==> config.mk <==
export PLATFORM = sky130hd
export DESIGN_NAME = execute_stage
export DESIGN_NICKNAME = d
export VERILOG_FILES = /design/src/rtl/execute_stage.sv
export SDC_FILE = /design/constraint.sdc
export NUM_CORES = 1
export LEC_CHECK = 0
export CAP_MARGIN = 20
export CELL_PAD_IN_SITES_DETAIL_PLACEMENT = 1
export CELL_PAD_IN_SITES_GLOBAL_PLACEMENT = 2
export CORE_UTILIZATION = 32
export DETAILED_ROUTE_END_ITERATION = 10
export GPL_ROUTABILITY_DRIVEN = 0
export PLACE_DENSITY_LB_ADDON = 0.08
export SLEW_MARGIN = 20
export SYNTH_ARGS = -nofsm -noshare
export SYNTH_HDL_FRONTEND = slang
export SYNTH_SLANG_ARGS = --single-unit
==> constraint.sdc <==
create_clock -name clk -period 15.2 [get_ports clk]
set_input_delay 3.8 -clock clk [delete_from_list [all_inputs] [get_ports clk]]
set_output_delay 3.8 -clock clk [all_outputs]
set_load 0.02 [all_outputs]
==> src/rtl/execute_stage.sv <==
// RV32I Execute stage: operand forwarding, ALU, branch/jump resolution and the
// EX/MEM pipeline register feeding the Memory stage.
module execute_stage #(
  parameter int D_WIDTH = 32,
  parameter int A_WIDTH = 5
) (
  input  logic               clk,
  input  logic               rst_n,
  input  logic               StallM,
  input  logic               FlushM,
  input  logic               RegWriteE,
  input  logic               MemWriteE,
  input  logic               a_typeE,
  input  logic               JumpE,
  input  logic               BranchE,
  input  logic               JalrE,
  input  logic               ALUSrcE,
  input  logic [1:0]         ResultSrcE,
  input  logic [3:0]         ALUControlE,
  input  logic [2:0]         funct3E,
  input  logic [D_WIDTH-1:0] RD1E,
  input  logic [D_WIDTH-1:0] RD2E,
  input  logic [D_WIDTH-1:0] ImmExtE,
  input  logic [D_WIDTH-1:0] PCE,
  input  logic [D_WIDTH-1:0] PCPlus4E,
  input  logic [A_WIDTH-1:0] RdE,
  input  logic [1:0]         ForwardAE,
  input  logic [1:0]         ForwardBE,
  input  logic [D_WIDTH-1:0] ResultW,
  input  logic [D_WIDTH-1:0] ALUResultM_fwd,
  output logic               PCSrcE,
  output logic [D_WIDTH-1:0] PCTargetE,
  output logic [A_WIDTH-1:0] RdE_o,
  output logic               RegWriteM,
  output logic               MemWriteM,
  output logic               a_typeM,
  output logic [1:0]         ResultSrcM,
  output logic [D_WIDTH-1:0] ALUResultM,
  output logic [D_WIDTH-1:0] WriteDataM,
  output logic [D_WIDTH-1:0] PCPlus4M,
  output logic [A_WIDTH-1:0] RdM
);

  logic [D_WIDTH-1:0] w_srca, w_wdata, w_srcb, w_alu, w_jalr_sum;
  logic [4:0]         w_shamt;
  logic               w_eq, w_lt, w_ltu, w_taken;

  // Select 11 deliberately falls back to the register-file value.
  always_comb begin
    w_srca = RD1E;
    case (ForwardAE)
      2'b01:   w_srca = ResultW;
      2'b10:   w_srca = ALUResultM_fwd;
      default: w_srca = RD1E;
    endcase
    w_wdata = RD2E;
    case (ForwardBE)
      2'b01:   w_wdata = ResultW;
      2'b10:   w_wdata = ALUResultM_fwd;
      default: w_wdata = RD2E;
    endcase
  end

  assign w_srcb  = ALUSrcE ? ImmExtE : w_wdata;
  assign w_shamt = w_srcb[4:0];

  always_comb begin
    w_alu = '0;
    case (ALUControlE)
      4'b0000: w_alu = w_srca + w_srcb;
      4'b0001: w_alu = w_srca - w_srcb;
      4'b0010: w_alu = w_srca & w_srcb;
      4'b0011: w_alu = w_srca | w_srcb;
      4'b0100: w_alu = w_srca ^ w_srcb;
      4'b0101: w_alu = {{(D_WIDTH-1){1'b0}}, $signed(w_srca) < $signed(w_srcb)};
      4'b0110: w_alu = {{(D_WIDTH-1){1'b0}}, w_srca < w_srcb};
      4'b0111: w_alu = w_srca << w_shamt;
      4'b1000: w_alu = w_srca >> w_shamt;
      4'b1001: w_alu = $unsigned($signed(w_srca) >>> w_shamt);
      4'b1010: w_alu = w_srcb;
      default: w_alu = '0;
    endcase
  end

  // Branches always compare register operands, never the immediate.
  assign w_eq  = (w_srca == w_wdata);
  assign w_lt  = ($signed(w_srca) < $signed(w_wdata));
  assign w_ltu = (w_srca < w_wdata);

  always_comb begin
    w_taken = 1'b0;
    case (funct3E)
      3'b000:  w_taken = w_eq;
      3'b001:  w_taken = ~w_eq;
      3'b100:  w_taken = w_lt;
      3'b101:  w_taken = ~w_lt;
      3'b110:  w_taken = w_ltu;
      3'b111:  w_taken = ~w_ltu;
      default: w_taken = 1'b0;
    endcase
  end

  assign w_jalr_sum = w_srca + ImmExtE;
  assign PCSrcE     = JumpE | (BranchE & w_taken);
  assign PCTargetE  = JalrE ? {w_jalr_sum[D_WIDTH-1:1], 1'b0} : (PCE + ImmExtE);
  assign RdE_o      = RdE;

  logic               r_regw, r_memw, r_atype;
  logic [1:0]         r_rsrc;
  logic [D_WIDTH-1:0] r_alu, r_wdata, r_pc4;
  logic [A_WIDTH-1:0] r_rd;

  // Flush beats stall so a squashed instruction can never be held in place.
  always_ff @(posedge clk or negedge rst_n) begin
    if (!rst_n) begin
      r_regw <= 1'b0; r_memw <= 1'b0; r_atype <= 1'b0; r_rsrc <= '0;
      r_alu  <= '0;   r_wdata <= '0;  r_pc4   <= '0;   r_rd   <= '0;
    end else if (FlushM) begin
      r_regw <= 1'b0; r_memw <= 1'b0; r_atype <= 1'b0; r_rsrc <= '0;
      r_alu  <= '0;   r_wdata <= '0;  r_pc4   <= '0;   r_rd   <= '0;
    end else if (!StallM) begin
      r_regw  <= RegWriteE;
      r_memw  <= MemWriteE;
      r_atype <= a_typeE;
      r_rsrc  <= ResultSrcE;
      r_alu   <= w_alu;
      r_wdata <= w_wdata;
      r_pc4   <= PCPlus4E;
      r_rd    <= RdE;
    end
  end

  assign RegWriteM  = r_regw;
  assign MemWriteM  = r_memw;
  assign a_typeM    = r_atype;
  assign ResultSrcM = r_rsrc;
  assign ALUResultM = r_alu;
  assign WriteDataM = r_wdata;
  assign PCPlus4M   = r_pc4;
  assign RdM        = r_rd;

endmodule

==> results of run 1 <==
logic make-up (layout without fill, tap and decap cells):
logic type	after synthesis	after routing	synth area share, %
other	0	1	0
flip-flops	106	106	14.2
AO/OA/AOI/OAI	940	940	32.4
adder cells (fa/ha/maj)	205	205	13.9
buffers and inverters	299	600	6.61
AND/OR/NAND/NOR	833	833	19.4
XOR/XNOR	79	79	3.71
multiplexers	173	173	9.64
flip-flops by register name, indices dropped and copies added, names as in the netlist:
| name | cells |
|---|---|
| ALUResultM | 32 |
| WriteDataM | 32 |
| RdM | 5 |
| MemWriteM | 1 |
| PCPlus4M | 32 |
| a_typeM | 1 |
| ResultSrcM | 2 |
| RegWriteM | 1 |
worst min-delay path, stage by stage, from the launching register on:
cell     delay (ns)
dfrtp_1        0.35
nand2_1        0.04
o21ai_0        0.06
through the flow:
| step | hold slack (ns) | std cells | area, um2 | worst slack (ns) | util (%) |
|---|---|---|---|---|---|
| finish | 0.493 | 3702 | 23700 | 1.81 | 41.1 |
| detailed placement | 0.481 | 3685 | 23400 | 1.91 | 40.6 |
| CTS | 0.504 | 3701 | 23700 | 1.92 | 41.1 |
| floorplan | 0.590 | 2635 | 18600 | 3.94 | - |
| global route | 0.531 | 3702 | 23700 | 1.62 | 41.1 |
| global placement | 0.468 | 3685 | 23400 | 2.07 | 40.6 |
layout by cell type, fill, tap and decap left out, drive strengths merged, types with 31 or more instances in the layout:
cell type / instances
buf: 76
mux2i: 156
a21o: 40
o211ai: 41
xnor2: 49
a31oi: 35
nor3: 37
dfrtp: 106
a221oi: 37
nor2: 311
nand2b: 36
ha: 201
a211oi: 31
nand3: 48
o21ai: 238
nand2: 300
clkdlybuf4s50: 391
inv: 121
a21oi: 256
a22oi: 80
per-layer routing:
metal	routed length, um	part of all wire [%]	vias to the layer above
met1	44400	41	11291
li1	-	-	10175
met4	6910	6.3	6
met2	49800	45	1104
met3	8260	7.5	272
met5	43	0.039	-
worst paths after layout:
check                               startpoint  slack (ns)        endpoint
worst max-delay path              ForwardAE[0]        1.81   PCTargetE[30]
worst min register to register  ALUResultM[22]        0.49  ALUResultM[22]
min in group asynchronous                rst_n        3.41  ALUResultM[22]
worst min-delay path            ALUResultM[22]        0.49  ALUResultM[22]
max in group asynchronous                rst_n       10.35    PCPlus4M[20]
worst max register to register  ALUResultM[21]       12.87  ALUResultM[21]
power by group through the flow:
| stage | clock, W | sequential (W) | combinational, W |
|---|---|---|---|
| 2_1_floorplan | 0 | 0.000334 | 0.000742 |
| 3_3_place_gp | 0 | 0.000315 | 0.00126 |
| 3_5_place_dp | 0 | 0.000316 | 0.00128 |
| 4_1_cts | 0.000281 | 0.000311 | 0.00129 |
| 5_1_grt | 0.000288 | 0.000313 | 0.00139 |
| 6_report | 0.000274 | 0.000311 | 0.00132 |
cell type report:
type,instances,area (um2),share of cell area (%)
multi-input cells,2230,14800,62.6
inverters,117,444,1.88
repair buffers,467,4480,18.9
well taps,765,957,4.04
clock buffers,9,225,0.951
flip-flops and latches,106,2650,11.2
diodes,1,2.50,0.0106
clock inverters,7,86.3,0.364
==> results by group, run 1 <==
Worst setup path
  • Crit path max fanout: 17
  • CP Launch Type: primary input
  • Worst reg2reg path depth: 6
  • Crit end category: output pin
  • CP required: 11.40 ns
  • Arrival time worst endpoint: approximately 9.6 ns
  • CP Buf/Inv Count: 3
  • Slowest-stage cell, CP: o21ai_1
  • WS Path Type: in2out
  • CP delay by family, top: compound AO/OA/AOI/OAI gates
  • Slowest cell delay on critical path: roughly 0.69 ns
  • Crit-path cells: clkdlybuf4s50_1 -> ha_1 -> buf_4 -> a22oi_1 -> o21ai_1 -> ha_1 -> a21o_1 -> a21oi_1 -> o21ai_1 -> a221o_1 -> a31o_2 -> o31a_1 -> a41oi_1 -> a21oi_1 -> xor2_1 -> a211o_1 -> clkdlybuf4s50_1
  • Cell count along the critical path: 17

STA
  • Fmax: ~0.075 GHz
  • Clock skew: 0 ns
  • Fin crit period: between 10 and 15 ns
  • Final hold viol count: 0
  • Setup TNS Final: 0 ns
  • Rel. slew slack: approximately 17%
  • Least-Margin Pin Slew: ~1.2 ns
  • RSZ-0062 raised after global routing: false
  • Setup Viol. Count Final: 0
  • Final Slew Violations: 0
  • Period utilization: slightly below 90%

GRT
  • Most Used Layer, Global Route: met2
  • First-pass GRT wire length: approximately 160 mm
  • Met3 GRT Util: about 7.0%
  • Met1 usage: approximately 45%
  • Initial antenna violation count: 4
  • Vias in the first global route: 23.2k
  • Met2 GRT Util: between 50 and 60%
  • Total gr overflow: 0
  • Global-route usage over all layers: 36.0%
  • Largest net degree at the start of global routing: 90

Floorplanning
  • DIE HEIGHT: 243 um
  • Core area: 57600 um2
  • Die X-Extent: 243 um
  • Starting Density: approximately a third
  • Site Rows: 88
  • Die area: approximately 60000 um2
  • Top Ports: 397

Synth
  • Syn. warnings: 0
  • #FFs+latches synth: about 110
  • Cell accounting for the most synthesized area: dfrtp_1
  • Synthesized cell area: ~19000 um2
  • Synth area leaders: dfrtp_1 14%, ha_1 13%, mux2i_1 8.3%, a21oi_1 6.9%, nor2_1 6.3%
  • Top-count cell post-synth: nor2_1
  • Synth Net Count: roughly 3.1k
  • Most frequent cells after synthesis: 311 x nor2_1, 300 x nand2_1, 256 x a21oi_1
  • Predominant post-synthesis flop cell: dfrtp_1
  • Mapped Cells: 2635
  • Synth cell types: 92
  • Avg Cell Area, Syn: 7.07 um2
  • Top cell type's share of synthesized area: 14.2%
  • Post-synth EDFFs: 0
  • Synth async-reset ratio: 100%
  • Sequential-to-total area share from yosys stat: roughly 14%

Clock network
  • Clock sinks: between 100 and 150
  • # hold bufs at CTS: 0
  • Num CTS Buffers: 9
  • Gates resized, CTS repair: 0
  • CTS tree: built
  • CTS root buf: clkbuf_16
  • Clock Latency Late Sink: slightly above 0.4 ns
  • Clock Tree Buf Depth: 2
  • Worst-path clk slew: roughly 0.10 ns
  • Post-CTS Setup Bufs: 0
  • H-Tree Depth: 3

Pwr
  • Pwr Total: 0.00190 W
  • Power per cell area: roughly 80 nW/um2
  • Fraction of power spent switching nets: between 50% and 60%
  • Power share of the clock group: about 14%
  • Gate power share: roughly 69%
  • Reg power frac: about 16%
  • Switching Power: 0.00101 W
  • P_int: between 0.0008 and 0.0009 W
  • Maximum VDD drop: approximately 0.000066 V
  • Pleak: just over 10 nW

Final layout
  • Share of cells above drive strength 1: between 5 and 6%
  • Layout Nets: ~3.4k
  • P&R area growth vs syn: 27.1%
  • Fillers: about 7k

Placed design
  • I/O Buffers: roughly 400
  • Hpwl dp: about 86 mm

Detailed routing
  • Total number of vias: between 20k and 25k
  • DRT antenna net count: 0
  • DRT Pass-1 Iters: 5
  • Post-Route WL: around 110 mm
  • Avg WL per Cell: ~30 um
  • Iter 0 DRT Violations: approximately 2k
  • Routed vias/inst: between 6 and 7
  • # DRC: 0

Min path
  • Worst Hold Depth: 2
  • Worst hold path class: reg2reg

Flow run
  • Max-Cap Viols: 0

Run status
  • Outcome: complete, no violations
Note: power is estimated with default switching activity, not from simulation.
==> run 2: changes to the inputs <==
Settings changed: CORE_MARGIN from default to 8.
==> run 2 against run 1 <==
  * Sequential cell count is the same
  * Cell area grew 0.32%
  * Worst setup slack gained 0.26 ns
  * Clock power shrank 3%
  * Register-to-register slack gained 0.06 ns
  * Clock skew is the same
  * Utilization grew 0.13 points
  * Sequential power is essentially flat
  * Via count shrank 1.1%
  * Final cell count grew 0.35%
  * Non-clock buffer count grew 7
==> results by group, run 2 (synthesis gave the netlist of run 1 again) <==
Run status
  • Outcome: complete, no violations

Clock network
  • Clock Latency Late Sink: approximately 0.4 ns
  • Post-CTS Setup Bufs: 0
  • Clock Tree Buf Depth: 2
  • Num CTS Buffers: 9
  • Gates resized, CTS repair: 0
  • H-Tree Depth: 3
  • Worst-path clk slew: ~0.09 ns
  • Clock sinks: 106
  • CTS tree: built
  • # hold bufs at CTS: 0
  • CTS root buf: clkbuf_16

Worst setup path
  • WS Path Type: in2out
  • Crit path max fanout: 19
  • CP startpoint: ForwardAE[0]
  • Crit end category: output pin
  • Arrival time worst endpoint: 9.33 ns
  • CP required: ~11 ns
  • RR Startpoint: ALUResultM[21]
  • CP Launch Type: primary input

Detailed routing
  • Routed vias/inst: a little over 6
  • Post-Route WL: 112 mm
  • Iter 0 DRT Violations: between 1.5k and 2k
  • # DRC: 0
  • DRT antenna net count: 0
  • DRT Pass-1 Iters: 6
  • Total number of vias: approximately 23k
  • Avg WL per Cell: approximately 30 um

Final layout
  • Layout Nets: about 3.4k
  • Share of cells above drive strength 1: ~5.6%
  • Commonest non-fill, non-tap cell in the layout: clkdlybuf4s50_1
  • Fillers: between 7k and 8k
  • P&R area growth vs syn: 27.5%
  • Most frequent cells in the layout: 391 x clkdlybuf4s50_1, 309 x nor2_1, 300 x nand2_1

Floorplanning
  • Die area: about 66000 um2
  • DIE HEIGHT: 257 um
  • Starting Density: between 30% and 40%
  • Top Ports: 397
  • Site Rows: 88
  • Die X-Extent: between 200 and 300 um
  • Core area: 57600 um2

STA
  • Fin crit period: about 13 ns
  • RSZ-0062 raised after global routing: false
  • Final hold viol count: 0
  • Rel. slew slack: 25.4%
  • Final Slew Violations: 0
  • Clock skew: 0 ns
  • Period utilization: between 80 and 90%
  • Least-Margin Pin Slew: around 1.1 ns
  • Fin Hold WS: around 0.49 ns
  • Fmax: between 0.07 and 0.08 GHz
  • Setup TNS Final: 0 ns
  • Setup Viol. Count Final: 0

Placed design
  • Hpwl dp: between 80 and 90 mm
  • I/O Buffers: just under 400

Pwr
  • Power per cell area: 79.5 nW/um2
  • Pleak: just over 10 nW
  • Maximum VDD drop: just over 0.00005 V

Min path
  • Hold Path Origin: ALUResultM[10]
  • Worst hold path class: reg2reg

Flow run
  • Max-Cap Viols: 0

GRT
  • Global-route usage over all layers: between 30% and 40%
  • Largest net degree at the start of global routing: around 90
  • First-pass GRT wire length: ~160 mm
  • Total gr overflow: 0
  • Vias in the first global route: 23.6k
  • Initial antenna violation count: 11
[run 2: changes by cell type in the layout (fill, tap and decap cells not counted), sizes merged]
cell / change
inv: -1
buf: +7
clkinv: +1
diode: +6
[run 2: layout make-up]
type                       count  area [um2]  share of cell area (%)
timing repair buffer         474        4540                    19.1
multi-input combinational   2230       14800                    62.5
tap                          765         957                    4.03
clock inverter                 7        81.3                   0.342
antenna                        7        17.5                  0.0737
inverter                     117         444                    1.87
clock buffer                   9         225                   0.948
sequential                   106        2650                    11.2
[run 2: power breakdown]
| part | internal, W | switching, W |
|---|---|---|
| combinational | 0.000480 | 0.000834 |
| clock | 0.000118 | 0.000148 |
| sequential | 0.000298 | 0.0000117 |
| total | 0.000897 | 0.000994 |
[run 2: layer usage]
metal | GRT usage (%) | routed length [um] | vias up
met5 | 0 | 54 | -
met4 | 16.1 | 6340 | 8
met3 | 7.34 | 8530 | 271
met2 | 53.0 | 51400 | 987
met1 | 39.4 | 45700 | 11106
li1 | - | - | 10224
[run 2: per-stage QoR]
| stage | cells | total power [W] | setup slack (ns) | cell area (um2) | util (%) |
|---|---|---|---|---|---|
| 2_1_floorplan | 2635 | 0.00108 | 3.94 | 18600 | - |
| 3_3_place_gp | 3692 | 0.00158 | 2.22 | 23400 | 40.7 |
| 3_5_place_dp | 3692 | 0.00160 | 2.15 | 23400 | 40.7 |
| 4_1_cts | 3708 | 0.00187 | 2.15 | 23700 | 41.2 |
| 5_1_grt | 3708 | 0.00198 | 1.77 | 23700 | 41.2 |
| 6_report | 3715 | 0.00189 | 2.07 | 23800 | 41.3 |
[run 2: path summary, 6_finish.rpt]
path                            slack, ns  depth (start not counted)              to
worst min register to register       0.49                          2  ALUResultM[10]
min in group asynchronous            3.41                          1  ALUResultM[22]
worst max register to register      12.93                          6  ALUResultM[21]
max in group asynchronous           10.35                          2  WriteDataM[19]
worst max-delay path                 2.07                         18   PCTargetE[30]
worst min-delay path                 0.49                          2  ALUResultM[10]
[run 2: critical path: stages]
cell and delay (ns):
clkdlybuf4s50_1 0.49, ha_1 0.72, buf_4 0.34, a22oi_1 0.09, o21ai_1 0.16, buf_4 0.23, ha_1 0.30, a211oi_1 0.38
o21ai_0 0.20, and2_1 0.20, a221o_1 0.37, a31o_2 0.25, o31a_1 0.29, a41oi_1 0.29, a21oi_1 0.12, xor2_1 0.15
a211o_1 0.36, clkdlybuf4s50_1 0.56
==> run 3: changes to the inputs <==
Settings changed: CORE_UTILIZATION 32 to 29, CTS_BUF_LIST from default to sky130_fd_sc_hd__clkbuf_4 sky130_fd_sc_hd__clkbuf_8 sky130_fd_sc_hd__clkbuf_16.
Clock period 15.2 ns to 14 ns, I/O delays scaled along.
==> run 3 against run 2 <==
  * Sequential share of layout area barely moved
  * Non-clock buffer count unchanged
  * Clock skew unchanged
  * Die area rose by 9.7%
  * Critical path depth rose by 1
  * Count of clock-buffer cells in the layout stayed put
  * Final cell count up 2.3%
  * Worst hold slack is essentially flat
  * Register-to-register slack worse by 1.0 ns
  * Sequential power rose by 8.7%
  * Largest power group unchanged
==> results by group, run 3 (synthesis gave the netlist of run 1 again) <==
Final layout
  • Layout Nets: about 3.4k
  • Commonest non-fill, non-tap cell in the layout: clkdlybuf4s50_1
  • Most frequent cells in the layout: 391 x clkdlybuf4s50_1, 308 x nor2_1, 300 x nand2_1
  • Final core occ: 37.3%
  • Share of cells above drive strength 1: 5.61%
  • P&R area growth vs syn: 28.0%
  • Final std cells w/o fill: 3802

Pwr
  • Power per cell area: roughly 87 nW/um2
  • Maximum VDD drop: around 0.000070 V
  • Pleak: roughly 10 nW

STA
  • Fmax: 0.0811 GHz
  • Clock skew: 0 ns
  • Final hold viol count: 0
  • Period utilization: 88.1%
  • Rel. slew slack: around 17%
  • Setup Viol. Count Final: 0
  • Least-Margin Pin Slew: 1.23 ns
  • Setup TNS Final: 0 ns
  • RSZ-0062 raised after global routing: false
  • Fin crit period: approximately 12 ns
  • Fin Hold WS: between 0.4 and 0.5 ns
  • Final Slew Violations: 0

Worst setup path
  • CP Buf/Inv Count: 5
  • CP delay by family, top: compound AO/OA/AOI/OAI gates
  • CP required: ~11 ns
  • Arrival time worst endpoint: around 8.8 ns
  • Slowest-stage cell, CP: ha_2
  • CP Launch Type: primary input
  • Crit path max fanout: 40
  • Crit end category: output pin
  • Crit-path cells: clkdlybuf4s50_1 -> inv_1 -> ha_2 -> buf_4 -> nand2_1 -> o21ai_1 -> buf_4 -> ha_1 -> o21ai_0 -> o21ai_0 -> and2_1 -> a221o_1 -> a31o_2 -> o31a_1 -> a41oi_1 -> a21oi_1 -> xor2_1 -> a211o_1 -> clkdlybuf4s50_1
  • Slowest cell delay on critical path: approximately 0.8 ns
  • WS Path Type: in2out

GRT
  • Largest net degree at the start of global routing: 78
  • Total gr overflow: 0
  • First-pass GRT wire length: 166 mm
  • Global-route usage over all layers: 30.3%
  • Initial antenna violation count: 9
  • Vias in the first global route: between 20k and 25k

Floorplanning
  • DIE HEIGHT: 269 um
  • Site Rows: 93
  • Core area: roughly 64000 um2
  • Die X-Extent: between 200 and 300 um
  • Die area: a little over 70000 um2
  • Top Ports: between 300 and 400
  • Starting Density: between 20% and 30%

Clock network
  • Worst-path clk slew: ~0.090 ns
  • H-Tree Depth: 3
  • Clock sinks: about 110
  • CTS tree: built
  • Clock Tree Buf Depth: 2
  • Post-CTS Setup Bufs: 0
  • Gates resized, CTS repair: 0
  • CTS root buf: clkbuf_16
  • Num CTS Buffers: 9
  • # hold bufs at CTS: 0
  • Clock Latency Late Sink: between 0.4 and 0.5 ns

Detailed routing
  • Total number of vias: around 23k
  • DRT antenna net count: 0
  • Routed vias/inst: approximately 6.0
  • Iter 0 DRT Violations: 1767
  • Post-Route WL: about 120 mm
  • DRT Pass-1 Iters: 5
  • Avg WL per Cell: between 30 and 40 um
  • # DRC: 0

Flow run
  • Max-Cap Viols: 0

Placed design
  • I/O Buffers: 396
  • Hpwl dp: between 90 and 100 mm
  • Inst Count DP: between 3k and 4k

Run status
  • Outcome: complete, no violations

Min path
  • Worst hold path class: reg2reg
## run 3: report_power, final
group          internal (W)  switching (W)
combinational      0.000520       0.000921
sequential         0.000324      0.0000128
clock              0.000143       0.000156
total              0.000987        0.00109
## run 3: worst reg2reg max path, cell delays in order (launching register included)
cell,delay (ns)
dfrtp_1,0.39
nand2_1,0.08
o21ai_0,0.09
a221oi_1,0.47
o2111ai_1,0.20
a211oi_1,0.55
a32oi_1,0.18
## run 3: cell type report
cell class / instances / area, um2
multi-input combinational: 2230 / 14800
sequential: 106 / 2650
inverter: 117 / 444
clock inverter: 7 / 86.3
timing repair buffer: 474 / 4530
fill: 7894 / 40100
clock buffer: 9 / 225
antenna: 4 / 10.0
tap: 855 / 1070
## run 3: final timing paths
kind	from	to	slack (ns)	cells past startpoint
setup reg to reg	ALUResultM[21]	ALUResultM[21]	11.90	6
min in group asynchronous	rst_n	ALUResultM[22]	3.12	1
hold reg to reg	ALUResultM[22]	ALUResultM[22]	0.49	2
hold / removal	ALUResultM[22]	ALUResultM[22]	0.49	2
max in group asynchronous	rst_n	PCPlus4M[1]	9.50	2
setup / recovery	ForwardAE[0]	PCTargetE[30]	1.67	19
## run 3: metrics by stage
stage / setup slack, ns / power, W / area (um2)
detailed placement: 1.69 / 0.00175 / 23500
global route: 1.35 / 0.00218 / 23800
floorplan: 3.34 / 0.00117 / 18600
CTS: 1.66 / 0.00206 / 23800
global placement: 1.73 / 0.00174 / 23500
finish: 1.67 / 0.00208 / 23900
## run 3: routing by layer
| metal | GRT usage (%) | vias up | routed length (um) |
|---|---|---|---|
| li1 | - | 10212 | - |
| met1 | 37.3 | 11347 | 47500 |
| met2 | 50.7 | 960 | 53900 |
| met3 | 5.25 | 260 | 7600 |
| met4 | 14.7 | 6 | 6450 |
| met5 | 0 | - | 29 |
